`config.mk`:
```
export PLATFORM = sky130hd
export DESIGN_NAME = audio_sample_fifo_flat
export DESIGN_NICKNAME = d
export VERILOG_FILES = /design/src/rtl/audio_sample_fifo_pkg.sv /design/src/rtl/audio_sample_fifo_if.sv /design/src/rtl/audio_sample_fifo_sdp_ram.sv /design/src/rtl/audio_sample_fifo.sv /design/src/flat_wrapper.sv
export SDC_FILE = /design/constraint.sdc
export NUM_CORES = 2
export LEC_CHECK = 0
export ABC_AREA = 1
export BUFFER_PORTS_ARGS = -buffer_cell sky130_fd_sc_hd__buf_2
export CORE_ASPECT_RATIO = 0.7
export CORE_MARGIN = 2
export CORE_UTILIZATION = 25
export CTS_BUF_LIST = sky130_fd_sc_hd__clkbuf_2 sky130_fd_sc_hd__clkbuf_4 sky130_fd_sc_hd__clkbuf_8
export DETAILED_ROUTE_END_ITERATION = 12
export PLACE_DENSITY = 0.49
export SYNTH_ARGS = -nofsm -noshare
export SYNTH_HDL_FRONTEND = slang
export SYNTH_SLANG_ARGS = --single-unit
```
`constraint.sdc`:
```
create_clock -name clk -period 5.31 [get_ports clk]
set_input_delay 0 -clock clk [delete_from_list [all_inputs] [get_ports clk]]
set_output_delay 0 -clock clk [all_outputs]
set_load 0.005 [all_outputs]
```
`src/rtl/audio_sample_fifo_pkg.sv`:
```
// Shared types and helpers for the parametrised audio sample FIFO.
package audio_fifo_pkg;

  function automatic int clog2(input int value);
    int result;
    int rem;
    result = 32'sd0;
    rem    = value - 32'sd1;
    while (rem > 32'sd0) begin
      result = result + 32'sd1;
      rem    = rem >>> 32'sd1;
    end
    return result;
  endfunction

  // Depth must be a power of two so the pointers can wrap by plain overflow.
  function automatic bit depth_ok(input int depth);
    return (depth >= 32'sd4) && ((depth & (depth - 32'sd1)) == 32'sd0);
  endfunction

  typedef struct packed {
    logic full;
    logic empty;
    logic almost_full;
    logic almost_empty;
    logic overflow;
    logic underflow;
  } fifo_status_t;

  localparam fifo_status_t STATUS_RST = '{
    full: 1'b0, empty: 1'b1, almost_full: 1'b0,
    almost_empty: 1'b1, overflow: 1'b0, underflow: 1'b0
  };

endpackage

```
`src/rtl/audio_sample_fifo_if.sv`:
```
// Producer/consumer bus of the audio sample FIFO; master drives requests, slave is the FIFO.
interface audio_sample_fifo_if
  import audio_fifo_pkg::*;
#(
  parameter int DATA_W = 24,
  parameter int DEPTH  = 128
);
  localparam int LW = clog2(DEPTH) + 1;

  logic              wr_en;
  logic [DATA_W-1:0] din;
  logic              rd_en;
  logic [DATA_W-1:0] dout;
  logic              dout_valid;
  logic              full;
  logic              empty;
  logic              almost_full;
  logic              almost_empty;
  logic [LW-1:0]     level;
  logic              overflow;
  logic              underflow;
  logic              err_clr;

  modport master (
    output wr_en, din, rd_en, err_clr,
    input  dout, dout_valid, full, empty, almost_full, almost_empty,
           level, overflow, underflow
  );

  modport slave (
    input  wr_en, din, rd_en, err_clr,
    output dout, dout_valid, full, empty, almost_full, almost_empty,
           level, overflow, underflow
  );
endinterface

```
`src/rtl/audio_sample_fifo_sdp_ram.sv`:
```
// Simple dual-port sample RAM: one write port, one registered read port (read-first).
module fifo_sdp_ram #(
  parameter int DATA_W = 24,
  parameter int DEPTH  = 128,
  parameter int AW     = 7
) (
  input  logic              clk,
  input  logic              rst,
  input  logic              we,
  input  logic [AW-1:0]     waddr,
  input  logic [DATA_W-1:0] wdata,
  input  logic              re,
  input  logic [AW-1:0]     raddr,
  output logic [DATA_W-1:0] rdata
);
  logic [DATA_W-1:0] mem_r [DEPTH];

  // Write port.
  always_ff @(posedge clk) begin
    if (we) begin
      mem_r[waddr] <= wdata;
    end
  end

  // Read port; output register holds its value when not enabled.
  always_ff @(posedge clk or posedge rst) begin
    if (rst) begin
      rdata <= '0;
    end else if (re) begin
      rdata <= mem_r[raddr];
    end
  end
endmodule

```
`src/rtl/audio_sample_fifo.sv`:
```
// Parametrised synchronous sample FIFO with exact level, thresholds and sticky errors.
// Define AUDIO_FIFO_FWFT_EN for first-word-fall-through mode.
module audio_sample_fifo
  import audio_fifo_pkg::*;
#(
  parameter int DATA_W    = 24,
  parameter int DEPTH     = 128,
  parameter int AFULL_TH  = 112,
  parameter int AEMPTY_TH = 16
) (
  input logic                clk,
  input logic                rst,
  audio_sample_fifo_if.slave bus
);
  localparam int AW = clog2(DEPTH);
  localparam int LW = AW + 1;
  localparam logic [AW-1:0] PTR_ONE  = {{(AW-1){1'b0}}, 1'b1};
  localparam logic [LW-1:0] LVL_ONE  = {{(LW-1){1'b0}}, 1'b1};
  localparam logic [LW-1:0] LVL_FULL = LW'(DEPTH);
  localparam logic [LW-1:0] LVL_AF   = LW'(AFULL_TH);
  localparam logic [LW-1:0] LVL_AE   = LW'(AEMPTY_TH);

  if (!depth_ok(DEPTH)) begin : g_depth_chk
    $error("audio_sample_fifo: DEPTH must be a power of two and at least 4");
  end

  logic [AW-1:0]     wr_ptr_r, rd_ptr_r;
  logic [LW-1:0]     level_r, level_nxt_s;
  fifo_status_t      status_r, status_nxt_s;
  logic              rd_acc_s, wr_acc_s, ram_we_s, ram_re_s;
  logic [DATA_W-1:0] ram_q_s;

  assign rd_acc_s = bus.rd_en & ~status_r.empty;
  assign wr_acc_s = bus.wr_en & (~status_r.full | rd_acc_s);

`ifdef AUDIO_FIFO_FWFT_EN
  // The output register is an occupied entry; memory holds the rest.
  logic              out_free_s, mem_has_s, byp_sel_r;
  logic [LW-1:0]     mem_cnt_s;
  logic [DATA_W-1:0] byp_r;

  assign mem_cnt_s  = level_r - {{(LW-1){1'b0}}, ~status_r.empty};
  assign mem_has_s  = (mem_cnt_s != '0);
  assign out_free_s = status_r.empty | rd_acc_s;
  assign ram_re_s   = out_free_s & mem_has_s;
  assign ram_we_s   = wr_acc_s & ~(out_free_s & ~mem_has_s);

  // Bypass register: a write into an empty pipeline lands here directly.
  always_ff @(posedge clk or posedge rst) begin
    if (rst) begin
      byp_sel_r <= 1'b0;
      byp_r     <= '0;
    end else if (out_free_s) begin
      if (mem_has_s) begin
        byp_sel_r <= 1'b0;
      end else if (wr_acc_s) begin
        byp_sel_r <= 1'b1;
        byp_r     <= bus.din;
      end
    end
  end

  assign bus.dout       = byp_sel_r ? byp_r : ram_q_s;
  assign bus.dout_valid = ~status_r.empty;
`else
  logic dout_valid_r;

  assign ram_re_s = rd_acc_s;
  assign ram_we_s = wr_acc_s;

  // Read data is valid for exactly one cycle after an accepted read.
  always_ff @(posedge clk or posedge rst) begin
    if (rst) begin
      dout_valid_r <= 1'b0;
    end else begin
      dout_valid_r <= rd_acc_s;
    end
  end

  assign bus.dout       = ram_q_s;
  assign bus.dout_valid = dout_valid_r;
`endif

  fifo_sdp_ram #(.DATA_W(DATA_W), .DEPTH(DEPTH), .AW(AW)) u_ram (
    .clk   (clk),
    .rst   (rst),
    .we    (ram_we_s),
    .waddr (wr_ptr_r),
    .wdata (bus.din),
    .re    (ram_re_s),
    .raddr (rd_ptr_r),
    .rdata (ram_q_s)
  );

  // Next occupancy from accepted transfers.
  always_comb begin
    level_nxt_s = level_r;
    case ({wr_acc_s, rd_acc_s})
      2'b10:   level_nxt_s = level_r + LVL_ONE;
      2'b01:   level_nxt_s = level_r - LVL_ONE;
      default: level_nxt_s = level_r;
    endcase
  end

  // Flags come from the next level so they line up with level itself.
  always_comb begin
    status_nxt_s              = status_r;
    status_nxt_s.full         = (level_nxt_s == LVL_FULL);
    status_nxt_s.empty        = (level_nxt_s == '0);
    status_nxt_s.almost_full  = (level_nxt_s >= LVL_AF);
    status_nxt_s.almost_empty = (level_nxt_s <= LVL_AE);
    status_nxt_s.overflow     = (status_r.overflow & ~bus.err_clr) | (bus.wr_en & ~wr_acc_s);
    status_nxt_s.underflow    = (status_r.underflow & ~bus.err_clr) | (bus.rd_en & ~rd_acc_s);
  end

  // Pointer, level and status state.
  always_ff @(posedge clk or posedge rst) begin
    if (rst) begin
      wr_ptr_r <= '0;
      rd_ptr_r <= '0;
      level_r  <= '0;
      status_r <= STATUS_RST;
    end else begin
      if (ram_we_s) begin
        wr_ptr_r <= wr_ptr_r + PTR_ONE;
      end
      if (ram_re_s) begin
        rd_ptr_r <= rd_ptr_r + PTR_ONE;
      end
      level_r  <= level_nxt_s;
      status_r <= status_nxt_s;
    end
  end

  assign bus.level        = level_r;
  assign bus.full         = status_r.full;
  assign bus.empty        = status_r.empty;
  assign bus.almost_full  = status_r.almost_full;
  assign bus.almost_empty = status_r.almost_empty;
  assign bus.overflow     = status_r.overflow;
  assign bus.underflow    = status_r.underflow;
endmodule

```
`src/flat_wrapper.sv`:
```
// flat-port wrapper written by rule: the top's interface ports become plain ports
module audio_sample_fifo_flat import audio_fifo_pkg::*;
#(
  parameter int DATA_W    = 24,
  parameter int DEPTH     = 128,
  parameter int AFULL_TH  = 112,
  parameter int AEMPTY_TH = 16
)
  (clk, rst, bus_wr_en, bus_din, bus_rd_en, bus_err_clr, bus_dout, bus_dout_valid, bus_full, bus_empty, bus_almost_full, bus_almost_empty, bus_level, bus_overflow, bus_underflow);
  audio_sample_fifo_if #(.DATA_W(DATA_W), .DEPTH(DEPTH)) bus_i ();
  input logic clk;
  input logic rst;
  input wire logic [$bits(bus_i.wr_en)-1:0] bus_wr_en;
  input wire logic [$bits(bus_i.din)-1:0] bus_din;
  input wire logic [$bits(bus_i.rd_en)-1:0] bus_rd_en;
  input wire logic [$bits(bus_i.err_clr)-1:0] bus_err_clr;
  output wire logic [$bits(bus_i.dout)-1:0] bus_dout;
  output wire logic [$bits(bus_i.dout_valid)-1:0] bus_dout_valid;
  output wire logic [$bits(bus_i.full)-1:0] bus_full;
  output wire logic [$bits(bus_i.empty)-1:0] bus_empty;
  output wire logic [$bits(bus_i.almost_full)-1:0] bus_almost_full;
  output wire logic [$bits(bus_i.almost_empty)-1:0] bus_almost_empty;
  output wire logic [$bits(bus_i.level)-1:0] bus_level;
  output wire logic [$bits(bus_i.overflow)-1:0] bus_overflow;
  output wire logic [$bits(bus_i.underflow)-1:0] bus_underflow;
  assign bus_i.wr_en = bus_wr_en;
  assign bus_i.din = bus_din;
  assign bus_i.rd_en = bus_rd_en;
  assign bus_i.err_clr = bus_err_clr;
  assign bus_dout = bus_i.dout;
  assign bus_dout_valid = bus_i.dout_valid;
  assign bus_full = bus_i.full;
  assign bus_empty = bus_i.empty;
  assign bus_almost_full = bus_i.almost_full;
  assign bus_almost_empty = bus_i.almost_empty;
  assign bus_level = bus_i.level;
  assign bus_overflow = bus_i.overflow;
  assign bus_underflow = bus_i.underflow;
  audio_sample_fifo #(.DATA_W(DATA_W), .DEPTH(DEPTH), .AFULL_TH(AFULL_TH), .AEMPTY_TH(AEMPTY_TH)) u_core (.clk(clk), .rst(rst), .bus(bus_i));
endmodule
```
==> flow_metrics.env <==
export IMPL_status="finished, final reports clean"
export IMPL_crit_buf_inv=3
export IMPL_max_slew_margin_rel_pct=15.2
export IMPL_critPathCaptureType="register"
export IMPL_synth_cell_types=31
export IMPL_critPathTopFamily="buffers and inverters"
export IMPL_min_from="bus_din[8]"
export IMPL_grt_pass1_vias=80022
export IMPL_drt_initial_drc_count=12031
export IMPL_yosysSeqAreaShare_pct=72.1
export IMPL_startpoint="u_core.rd_ptr_r[0]"
export IMPL_vdd_drop_max_mv=0.553
export IMPL_worst_slack_ns=1.08
export IMPL_synthTopCellsByArea="edfxtp_1 (71%), nand2_1 (8.5%), nor2_1 (5.0%), nand3_1 (3.4%), inv_1 (2.9%)"
export IMPL_ys_warn_count=0
export IMPL_ff2ff_setup_slack_ns=1.08
export IMPL_synth_most_common_cell="edfxtp_1"
export IMPL_antenna_found_initial=41
export IMPL_ys_ff_latch=3125
export IMPL_clockPowerShare_pct=25.7
export IMPL_grt_pass1_wl_um=615000
export IMPL_critPathSlowestCell="inv_8"
export IMPL_clock_sinks=3125
export IMPL_root_buffer="clkbuf_8"
export IMPL_num_vias=87016
export IMPL_clkLatencyLatePin_ns=1.13
export IMPL_cp_data_arrival_time_ns=5.29
export IMPL_setup_viol=0
export IMPL_cts_resized=0
export IMPL_drive_gt1_share_pct=10.3
export IMPL_min_path_type="in -> reg"
export IMPL_crit_cells=11
export IMPL_syn_to_final_growth_pct=14.9
export IMPL_synth_edff_count=3072
export IMPL_grtUsageMet3_pct=3.55
export IMPL_switchingPower_w=0.0317
export IMPL_crit_chain="inv_8 > buf_12 > buf_12 > nor2_1 > o211ai_1 > nand3_1 > nand2_1 > nand3_1 > nand2_1 > nand3_1 > nand2_1"
export IMPL_ff2ff_path_depth=11
export IMPL_timing_fmax_mhz=237
export IMPL_avgSynthCellArea_sq_um=11.1
export IMPL_top_usage_layer="met1"
export IMPL_synth_top_cell_area_share_pct=71.1
export IMPL_drc=0
export IMPL_clkTransAtPathRegs_ns=0.07
export IMPL_reg2reg_to="u_core.u_ram.rdata[12]"
export IMPL_rr_startpoint="u_core.rd_ptr_r[0]"
export IMPL_leakage_nw=54.7
export IMPL_comb_power_share_pct=37.2
export IMPL_crit_required_ns=6.38
export IMPL_die_y_um=607
export IMPL_crit_path_max_incr_delay_ns=0.70
export IMPL_syn_cell_area_sq_um=130000
export IMPL_syn_instance_count=11665
export IMPL_hold_viol=0
export IMPL_criticalPathCategory="reg -> reg"
export IMPL_whs_path_depth=2
export IMPL_ios=68
export IMPL_place_port_buffers=67
export IMPL_die_x_um=865
export IMPL_post_route_period_util_pct=79.6
export IMPL_max_slew_worst_pin_slew_ns=1.27
export IMPL_syn_num_nets=11699
export IMPL_place_ws_ns=1.08
export IMPL_nets=11948
export IMPL_cts_tree="built"
export IMPL_grt_max_degree=168
export IMPL_period_minus_slack_ns=4.23
export IMPL_async_flop_share_pct=1.70
export IMPL_clock_skew_ns=0.142
export IMPL_n_fill_cell=53304
export IMPL_fp_row_count=221
export IMPL_numCtsBuffers=450
export IMPL_die_area_sq_um=525000
export IMPL_cellPowerDensity_nw_per_um2=513
export IMPL_dp_hpwl_um=242000
export IMPL_critPathLaunchType="register"
export IMPL_synth_top_area_cell="edfxtp_1"
export IMPL_cts_max_level=5
export IMPL_ys_flop_type="edfxtp_1"
export IMPL_start_util_pct=25.1
export IMPL_grt_use_total_pct=16.0
export IMPL_endpoint="u_core.u_ram.rdata[12]"
export IMPL_gp_congestion=0.814
export IMPL_synth_commonest_cells="edfxtp_1 (3072), nand2_1 (2952), nor2_1 (1726)"
export IMPL_cp_max_fo=96
export IMPL_drt_pass1_iter_count=8
export IMPL_p_int_w=0.0447
export IMPL_core_area_sq_um=517000
export IMPL_power_frac_seq_pct=37.0
export IMPL_gr_total_overflow=0
export IMPL_grt_use_met1_pct=25.4
export IMPL_ant_nets=0
export IMPL_via_per_inst=4.53
export IMPL_p_total_w=0.0765
export IMPL_avgRoutedWirePerCell_um=22.6
export IMPL_maxCapViolCount=0
export IMPL_tns_ns=0
export IMPL_wirelength_um=435000
export IMPL_met2_usage_pct=22.1
export IMPL_swShare_pct=41.5
export IMPL_slew_violations=0
export IMPL_rsz0062_at_grt="no"
export IMPL_clk_path_buf_depth=4
-- worst min-delay path by stage --
stage,end,slack (ns)
after floorplan,u_core.bus.overflow,0.1
after global placement,u_core.bus.level[0],0.13
after detailed placement,u_core.bus.level[0],0.13
after CTS,u_core.u_ram.mem_r[126][9],0.01
after global routing,u_core.u_ram.mem_r[109][9],0.06
final,u_core.u_ram.mem_r[96][8],0.08
-- cells by family (layout without fill, tap and decap cells) --
| kind of cell | count (synthesis) | after routing | share of synthesized area (%) |
|---|---|---|---|
| simple gates | 5577 | 5577 | 17.0 |
| flops | 3125 | 3125 | 72.1 |
| xor+xnor | 19 | 19 | 0.128 |
| buf+inv | 1656 | 2266 | 5.24 |
| other cells | 0 | 17 | 0 |
| compound gates | 1283 | 1283 | 5.45 |
| fa+ha+maj | 5 | 5 | 0.0482 |
-- worst register-to-register path, cell delays in order, from the launching register on --
cell,delay [ns]
dfrtp_4,0.67
inv_8,0.70
buf_12,0.47
buf_12,0.45
nor2_1,0.15
o211ai_1,0.32
nand3_1,0.12
nand2_1,0.23
nand3_1,0.31
nand2_1,0.54
nand3_1,0.13
nand2_1,0.08
-- cell usage in the layout, fill, tap and decap left out, types with 3 or more instances in the layout --
cell type and instances:
nand4_4 3, or2_2 3, clkinvlp_4 6, nand4_1 7
edfxtp_1 3072, nand3_1 880, xnor2_1 4, clkbuf_4 172
buf_12 54, diode_2 17, xor2_1 15, clkbuf_8 467
nor2_2 126, buf_2 43, bufinv_16 12, buf_16 8
nand2_1 2950, nor2_1 1598, ha_1 5, buf_4 272
inv_1 981, o21ai_1 144, inv_6 8, clkinv_8 3
clkinv_2 37, dfrtp_4 3, dlygate4sd3_1 58, o211ai_1 256
inv_8 5, o21ai_0 734, clkinv_1 112, dfrtp_1 47
a21oi_1 146, inv_2 4, buf_6 24
-- layer usage --
layer / part of all wire [%] / vias to the layer above / wire, um
met5: 0.0023 / - / 10
met4: 1.7 / 2 / 7460
met3: 9.5 / 473 / 41200
met2: 40 / 3569 / 175000
met1: 49 / 43109 / 211000
li1: - / 39863 / -
-- what timing repair did --
action                                 4_1_cts  5_1_grt
setup endpoints to repair                    0        0
setup buffers                                0        0
endpoints found under the hold margin     2927        0
hold buffers                                73        0
-- layout make-up --
type	instances	area, sq um	share of cell area [%]
diodes	17	42.5	0.0285
clock buffers	639	7720	5.18
clock inverters	174	1120	0.749
inverters	994	3770	2.53
multi-input cells	6884	29800	20.0
flip-flops and latches	3125	93600	62.8
well taps	6913	8650	5.80
repair buffers	459	4410	2.96
-- state kept, by name, indices dropped and copies added, names as in the netlist --
name and count:
u_core.bus.almost_empty 1, u_core.bus.almost_full 1, u_core.bus.dout_valid 1, u_core.bus.empty 1
u_core.bus.full 1, u_core.bus.level 8, u_core.bus.overflow 1, u_core.bus.underflow 1
u_core.rd_ptr_r 7, u_core.u_ram.mem_r 3072, u_core.u_ram.rdata 24, u_core.wr_ptr_r 7
-- power by group through the flow --
stage	Sequential [W]	Combinational, W	Clock [W]
2_1_floorplan	0.0285	0.0164	0
4_1_cts	0.0283	0.0282	0.0200
5_1_grt	0.0283	0.0309	0.0211
3_3_place_gp	0.0289	0.0282	0
6_report	0.0283	0.0285	0.0197
3_5_place_dp	0.0289	0.0281	0
-- stage by stage --
stage / instance area, sq um / utilization, % / instances / hold slack [ns]
6_report: 149000 / 28.8 / 19205 / 0.0805
3_3_place_gp: 139000 / 26.9 / 18302 / 0.128
4_1_cts: 149000 / 28.8 / 19188 / 0.0149
5_1_grt: 149000 / 28.8 / 19189 / 0.0610
2_1_floorplan: 130000 / - / 11665 / 0.0964
3_5_place_dp: 139000 / 26.9 / 18302 / 0.133
No activity file was read; power rests on OpenSTA's default activity.
